`config.mk`:
```
export PLATFORM = sky130hd
export DESIGN_NAME = tia_hcounter
export DESIGN_NICKNAME = d
export VERILOG_FILES = /design/src/rtl/tia_hcounter.sv
export SDC_FILE = /design/constraint.sdc
export NUM_CORES = 1
export LEC_CHECK = 0
export ABC_AREA = 1
export BUFFER_PORTS_ARGS = -buffer_cell sky130_fd_sc_hd__clkbuf_2
export CAP_MARGIN = 10
export CORE_MARGIN = 10
export CORE_UTILIZATION = 38
export CTS_CLUSTER_DIAMETER = 100
export DETAILED_ROUTE_END_ITERATION = 8
export PLACE_DENSITY = 0.61
export SYNTH_ARGS = -nofsm -noshare
export SYNTH_HDL_FRONTEND = slang
export SYNTH_SLANG_ARGS = --single-unit
```
`constraint.sdc`:
```
create_clock -name clk -period 1.4 [get_ports clk]
set_input_delay 0.14 -clock clk [delete_from_list [all_inputs] [get_ports clk]]
set_output_delay 0.14 -clock clk [all_outputs]
set_load 0.02 [all_outputs]
```
`src/rtl/tia_hcounter.sv`:
```
// tia_hcounter: horizontal timing generator for the TIA core.
// Divides the colour clock by four into phi1/phi2, steps a 6-bit LFSR
// through 57 states per 228-clock line, and decodes blank/sync/burst/
// centre/end-of-line flags from that count.
// Optional feature macro: TIA_HMOVE_EXTEND_EN (late-hblank extension on hmove).
module tia_hcounter (
   input  logic       clk,
   input  logic       reset,
   input  logic       rsync,
   input  logic       hmove,
   output logic       phi1,
   output logic       phi2,
   output logic [5:0] hpoly,
   output logic       hblank,
   output logic       hsync,
   output logic       cburst,
   output logic       center,
   output logic       line_end
);

   // LFSR state reached after a given number of steps from 000000; used
   // only at elaboration to turn count indices into state constants.
   function automatic logic [5:0] lfsr_at(input int steps);
      logic [5:0] v;
      v = 6'd0;
      for (int i = 0; i < steps; i++) begin
         v = {v[4:0], ~(v[5] ^ v[4])};
      end
      return v;
   endfunction

   localparam logic [5:0] K_WRAP      = lfsr_at(56);
   localparam logic [5:0] K_HSYNC_ON  = lfsr_at(4);
   localparam logic [5:0] K_BURST_ON  = lfsr_at(8);
   localparam logic [5:0] K_BURST_OFF = lfsr_at(12);
   localparam logic [5:0] K_HBLANK_RL = lfsr_at(16);
   localparam logic [5:0] K_CENTER    = lfsr_at(36);
`ifdef TIA_HMOVE_EXTEND_EN
   localparam logic [5:0] K_HBLANK_XT = lfsr_at(18);
`endif

   logic [1:0] p;
   logic [5:0] s;
   logic [5:0] s_next;
   logic       advance;

`ifdef TIA_HMOVE_EXTEND_EN
   logic ext_latch;
   logic early;
`else
   logic unused_hmove;
   assign unused_hmove = hmove;
`endif

   assign phi1  = (p == 2'd1);
   assign phi2  = (p == 2'd3);
   assign hpoly = s;

   // Next LFSR value: shift normally, but fold the last count and the
   // all-ones lockup state back to 000000 so the line is exactly 57 counts.
   always_comb begin
      advance = (p == 2'd3);
      s_next  = {s[4:0], ~(s[5] ^ s[4])};
      if (s == K_WRAP || s == 6'h3F) begin
         s_next = 6'd0;
      end
   end

   // Phase counter, LFSR and the decoded line flags; flags are evaluated
   // from the new count so they change on the same edge as hpoly.
   always_ff @(posedge clk) begin
      if (reset || rsync) begin
         p        <= 2'd0;
         s        <= 6'd0;
         hblank   <= 1'b1;
         hsync    <= 1'b0;
         cburst   <= 1'b0;
         center   <= 1'b0;
         line_end <= 1'b0;
      end else begin
         p        <= p + 2'd1;
         center   <= 1'b0;
         line_end <= 1'b0;
         if (advance) begin
            s <= s_next;
            if (s_next == 6'd0) begin
               hblank   <= 1'b1;
               line_end <= 1'b1;
            end
            if (s_next == K_HSYNC_ON) begin
               hsync <= 1'b1;
            end
            if (s_next == K_BURST_ON) begin
               hsync  <= 1'b0;
               cburst <= 1'b1;
            end
            if (s_next == K_BURST_OFF) begin
               cburst <= 1'b0;
            end
            if (s_next == K_HBLANK_RL) begin
`ifdef TIA_HMOVE_EXTEND_EN
               if (!ext_latch) begin
                  hblank <= 1'b0;
               end
`else
               hblank <= 1'b0;
`endif
            end
`ifdef TIA_HMOVE_EXTEND_EN
            if (s_next == K_HBLANK_XT && ext_latch) begin
               hblank <= 1'b0;
            end
`endif
            if (s_next == K_CENTER) begin
               center <= 1'b1;
            end
         end
      end
   end

`ifdef TIA_HMOVE_EXTEND_EN
   // Extension latch: armed by hmove during the early-blank window (k<16,
   // tracked by 'early'), consumed when the late release point is reached.
   always_ff @(posedge clk) begin
      if (reset || rsync) begin
         ext_latch <= 1'b0;
         early     <= 1'b1;
      end else begin
         if (hmove && hblank && early) begin
            ext_latch <= 1'b1;
         end
         if (advance) begin
            if (s_next == 6'd0) begin
               early <= 1'b1;
            end
            if (s_next == K_HBLANK_RL) begin
               early <= 1'b0;
            end
            if (s_next == K_HBLANK_XT) begin
               ext_latch <= 1'b0;
            end
         end
      end
   end
`endif

endmodule
```
==> run_results.csv, run 1 <==
group,metric,value,unit
sta,timing.final.crit_share,100.4,%
clocking,tritoncts,"yes",
clocking,cts.sink_count,13,
layout,drive_above_1_share,53.23,%
yosys,synth.yosys.seq_area_share,41.68,%
outcome,run_status,"finished, violations left",
clocking,clock_latency,280,ps
critical_path,critPathLaunch,"hpoly[4]",
critical_path,critPathKind,"flop to flop",
drt,drt.antenna.violating_nets,0,
critical_path,startpoint_type,"flop",
critical_path,arrival,1630,ps
layout,n_fill_cell,139,
sta,measured_slew_at_the_worst_slew_check_pin,295.8,ps
critical_path,crit_slowest_cell,"dfxtp_4",
grt,globalRouteOverflowTotal,0,
yosys,synth_area,624.3,um^2
pwr,fin_total_pwr,0.0006423,W
critical_path,worstSetupEndpointType,"flop",
layout,diodes,0,
layout,area_growth_from_synthesis_to_layout,67.13,%
place,detailedPlacementHpwl,1.179,mm
pwr,switching_share,23.06,%
sta,hold_viol,0,
grt,grt.total_usage,10.35,%
sta,timing_max_transition_violations_final,0,
critical_path,regToRegSetupSlack,-5,ps
place,finalWeightedCongestion,0.8897,
floorplanning,initial_utilization,40.97,%
yosys,synth_warnings,0,
critical_path,cp.required,1630,ps
clocking,number_of_hold_repair_buffers_added_at_the_cts_stage,0,
pwr,combinational_power_share,5.6,%
pwr,total_leakage_power,0.4372,nW
yosys,synthesis.nets,96,
sta,clock-skew-final,5.399,ps
critical_path,critPathCapture,"hblank",
critical_path,cp_slowest_stage_delay,400,ps
floorplanning,die_y,60.54,um
drt,drt_drc_violations_left,0,
floorplanning,fp-row-count,14,
critical_path,worst_path_dominant_cell_family,"simple AND/OR/NAND/NOR gates",
drt,vias,697,
critical_path,reg2regPathDepth,12,
floorplanning,die_area,3664,um^2
drt,detail_route.vias_per_cell,4.979,
drt,drt_wl_total,1.798,mm
yosys,netlist_instances,88,
drt,wire_per_inst,12.84,um
clocking,cts.root.buffer_cell,"clkbuf_4",
floorplanning,num_io_pins,17,
clocking,worst_setup_hold_path_clk_slew,80,ps
sta,final-setup-viol-count,1,
critical_path,cp_cell_sequence,"ha_4 > nand3_4 > nand2_4 > nand2_4 > buf_12 > nand2_4 > nand2_2 > nor2_2 > nand2_2 > nand2_2 > nand2_2 > nand2_1",
critical_path,crit_buf_inv,1,
grt,grt_start_max_net_pins,9,
floorplanning,floorplan.die.width,60.54,um
layout,post-route-util,68.47,%
job,maxCapViolations,0,
critical_path,crit-reg2reg-launch,"hpoly[4]",
grt,initial_antenna_violation_count,0,
pwr,cell_internal_pwr,0.0004941,W
layout,final_area,1044,um^2
critical_path,timing.critical_path.depth,12,
layout,final_net_count,133,
yosys,postSynthRegisterBits,13,
pwr,power.net_switching,0.0001481,W
pwr,p_clk_share,36.3,%
floorplanning,coreArea,1524,um^2
sta,rsz0062_at_grt,"true",
place,placedInstanceArea,817.0,um^2
outcome,violated_checks,"setup timing",
drt,drtIter0Drc,7,
sta,finalSetupTns,-5.390,ps
grt,grt_pass1_wl,2.856,mm
sta,worst_slack_setup_final,-5.390,ps
grt,vias_in_the_first_global_route,680,
yosys,synth.distinct_cells,14,
worst_hold_path,min_path_type,"input port to flop",
clocking,cts_made_buffers,3,
critical_path,crit_fanout,5,
critical_path,most_common_cell_on_crit_path,"nand2_2",
place,placement.io_buffers,15,
pwr,powerDensity,615.5,nW/um^2
yosys,avgSynthCellArea,7.095,um^2
pwr,max-vdd-ir-drop,0.7276,mV
critical_path,regToRegEndpoint,"hblank",
sta,timing.slew.headroom,80.26,%
pwr,power_frac_seq,58.1,%
drt,drt_pass1_iterations,4,
sta,layout_min_cycle_time,1405,ps
sta,max_clock_freq,0.7115,GHz
clocking,cts.htree.levels,1,
clocking,clockBufferDepth,2,
-- layer usage --
metal	GRT usage (%)	vias up	part of all wire, %	wire length, um
li1	-	355	-	-
met1	10.37	322	43	766
met2	18.53	14	49	887
met3	3.340	6	5.1	92
met4	5.643	0	2.8	51
met5	0	-	0	0
-- area by class of cell --
type                       count  area, um^2  area share [%]
clock buffer                   4       26.28           2.518
timing repair buffer          32       219.0           20.98
tap                           16       20.02           1.918
multi-input combinational     60       445.4           42.69
sequential                    13       267.8           25.66
inverter                      15       65.06           6.235
-- timing repair --
item	CTS	global route
pin swaps	9	10
setup endpoints to repair	3	7
resized for setup	22	21
setup buffers	6	0
-- stage by stage --
stage	setup WS [ps]	instances	hold WS, ps
CTS	15.85	140	197.3
global route	-107.9	140	232.4
finish	-5.390	140	201.1
detailed placement	-10.65	131	437.6
global placement	-15.35	131	431.3
floorplan	12.43	88	283.4
-- worst min-delay path, stage by stage --
cell	delay, ps
clkbuf_2	70
nor2_1	40
buf_4	140
nand2_1	60
-- synthesized netlist by cell type --
cell type / instances / area (um^2)
a211oi_1: 2 / 15.01
a21oi_1: 9 / 45.04
clkinv_1: 1 / 3.750
dfxtp_1: 13 / 260.3
ha_1: 4 / 50.05
inv_1: 14 / 52.55
nand2_1: 18 / 67.56
nand2_2: 2 / 12.51
nand2_4: 1 / 11.26
nand3_1: 6 / 30.03
nand4_1: 1 / 6.260
nor2_1: 12 / 45.04
nor3_1: 1 / 5.000
o21ai_0: 4 / 20.02
-- power groups by stage --
| stage | logic, W | registers [W] | clock network, W |
|---|---|---|---|
| after CTS | 0.0000333 | 0.000372 | 0.000239 |
| after global placement | 0.0000311 | 0.000382 | 0 |
| after global routing | 0.0000412 | 0.000374 | 0.000253 |
| after floorplan | 0.0000176 | 0.000382 | 0 |
| final | 0.0000360 | 0.000373 | 0.000233 |
| after detailed placement | 0.0000313 | 0.000382 | 0 |
-- state kept, by name, indices dropped and copies added, names as in the netlist --
name / count
cburst: 1
center: 1
hblank: 1
hpoly: 6
hsync: 1
line_end: 1
p: 2
-- cells by family after synthesis --
group	share of synthesized area (%)
flops	41.68
fa+ha+maj	8.016
simple gates	28.46
buf+inv	9.017
compound gates	12.82
-- cell usage in the layout, fill, tap and decap left out, types with 3 or more instances in the layout --
master and instances:
clkbuf_2 15, nand2_4 4, nand3_2 4, nor2_1 7
nand2_1 12, nand2_2 5, inv_1 12, ha_4 3
buf_4 15, dfxtp_1 11, a21oi_1 7, clkbuf_4 3
nor2_2 3
-- how the worst min path moves through the flow --
stage,start,endpoint,cells after the start,slack [ps]
final,reset,hblank,4,200
after global routing,rsync,hblank,4,230
after CTS,reset,hblank,4,200
after detailed placement,hsync,hsync,2,440
after global placement,hsync,hsync,2,430
after floorplan,reset,hblank,2,280
(Power assumes the default switching activity.)
==> run 2: changes to the inputs <==
CELL_PAD_IN_SITES_DETAIL_PLACEMENT = 0   (was unset)
CELL_PAD_IN_SITES_GLOBAL_PLACEMENT = 1   (was unset)
CORE_UTILIZATION = 31   (was 38)
GPL_ROUTABILITY_DRIVEN = 0   (was unset)
PLACE_DENSITY = 0.7   (was 0.61)
==> run_results.csv, run 2 (same netlist as run 1, synthesis figures left out) <==
group,metric,value,unit
layout,final_net_count,135,
clocking,clockBufferDepth,2,
grt,grt.total_usage,7.743,%
clocking,tritoncts,"yes",
critical_path,arrival,1590,ps
layout,most_frequent_cells_in_the_layout,"15 x nand2_1, 15 x clkbuf_2, 15 x buf_4, 12 x inv_1, 11 x dfxtp_1",
layout,final-instance-count-excl-fill,153,
clocking,cts.sink_count,13,
sta,final-setup-viol-count,2,
pwr,total_leakage_power,0.4434,nW
floorplanning,coreArea,1942,um^2
grt,grt_pass1_wl,2.635,mm
drt,drt_wl_total,1.788,mm
floorplanning,die_y,64.88,um
pwr,powerDensity,614.9,nW/um^2
sta,measured_slew_at_the_worst_slew_check_pin,289.4,ps
floorplanning,initial_utilization,32.15,%
clocking,cts_made_buffers,3,
sta,layout_min_cycle_time,1441,ps
worst_hold_path,min_path_type,"input port to flop",
place,detailedPlacementHpwl,1.246,mm
layout,n_fill_cell,189,
sta,timing_max_transition_violations_final,0,
critical_path,critPathKind,"flop to flop",
layout,flip_flop_count_of_the_largest_register_all_copies_and_words_added,6,
place,detailedPlace.worstSlack,-40.90,ps
floorplanning,floorplan.die.width,64.88,um
drt,wl_met2,843,um
place,placed_cells,143,
layout,drive_above_1_share,51.59,%
sta,clock-skew-final,6.599,ps
floorplanning,fp-row-count,16,
grt,globalRouteOverflowTotal,0,
sta,timing.slew.headroom,80.69,%
sta,fin_hold_ws,203.9,ps
drt,drt_pass1_iterations,2,
outcome,run_status,"finished, violations left",
drt,drt.antenna.violating_nets,0,
drt,drtIter0Drc,9,
outcome,violated_checks,"setup timing",
sta,hold_viol,0,
clocking,cts.htree.levels,1,
clocking,clock_latency,270,ps
clocking,cts.root.buffer_cell,"clkbuf_4",
clocking,worst_setup_hold_path_clk_slew,80,ps
place,placement.io_buffers,15,
floorplanning,num_io_pins,17,
grt,grt_start_max_net_pins,10,
drt,highest_layer,"met4",
critical_path,worstSetupEndpointType,"flop",
drt,wirelength_met1,791,um
drt,detail_route.vias_per_cell,4.516,
drt,wl_met3,114,um
layout,post-route-util,53.48,%
floorplanning,die_area,4209,um^2
pwr,max-vdd-ir-drop,0.3846,mV
layout,diodes,0,
sta,finalSetupTns,-59.07,ps
drt,drt_drc_violations_left,0,
drt,vias,691,
layout,area_growth_from_synthesis_to_layout,66.33,%
sta,max_clock_freq,0.6940,GHz
sta,worst_slack_setup_final,-40.94,ps
critical_path,cp.required,1550,ps
critical_path,crit_fanout,4,
drt,wire_per_inst,11.69,um
job,maxCapViolations,0,
critical_path,startpoint_type,"flop",
sta,rsz0062_at_grt,"true",
sta,timing.final.crit_share,102.9,%
grt,vias_in_the_first_global_route,620,
grt,initial_antenna_violation_count,0,
-- run 2: cell types whose count changed in the layout (fill, tap and decap cells not counted), sizes merged --
cell | before | now
buf | 17 | 19
clkinv | 0 | 1
clkinvlp | 1 | 0
-- run 2: stage by stage --
stage | total power, W | instance area, um^2
5_1_grt | 0.0006687 | 1039
3_5_place_dp | 0.0004142 | 838.3
6_report | 0.0006385 | 1039
3_3_place_gp | 0.0004139 | 838.3
4_1_cts | 0.0006423 | 864.6
2_1_floorplan | 0.0003999 | 631.9
-- run 2: final timing paths --
| kind | slack (ps) | cells past startpoint | from | to |
|---|---|---|---|---|
| setup / recovery | -40 | 10 | hpoly[5] | hpoly[5] |
| setup reg to reg | -40 | 10 | hpoly[5] | hpoly[5] |
| hold reg to reg | 450 | 2 | hsync | hsync |
| hold / removal | 200 | 4 | reset | hblank |
-- run 2: area by class of cell --
class / count / area, um^2 / share of cell area (%)
timing repair buffer: 34 / 232.7 / 22.41
inverter: 15 / 61.31 / 5.904
sequential: 13 / 267.8 / 25.78
multi-input combinational: 60 / 416.7 / 40.12
tap: 27 / 33.78 / 3.253
clock buffer: 4 / 26.28 / 2.530
-- run 2: power by group --
part,switching [W],total (W),internal (W)
registers,0.00000274,0.000372,0.000369
clock network,0.000121,0.000231,0.000110
logic,0.0000211,0.0000355,0.0000145
-- run 2: repair_timing --
| item | CTS | global route |
|---|---|---|
| endpoints found under the setup margin | 2 | 5 |
| buffers inserted | 0 | 6 |
| resized for setup | 1 | 38 |
| hold buffers | 0 | 0 |
| pin swaps | 0 | 12 |
-- run 2: worst max-delay path, cell delays in order (launching register included) --
cell and delay (ps):
dfxtp_4 370, inv_4 70, ha_4 130, nand2_2 40
nand2_2 90, nand2_4 80, buf_6 140, buf_6 110
buf_4 130, a21oi_2 120, a211oi_2 50
-- run 2: metal layers --
metal	global-route usage [%]	up-vias
met3	3.608	4
met5	0	-
met1	9.496	321
met2	10.96	13
met4	4.011	0
li1	-	353
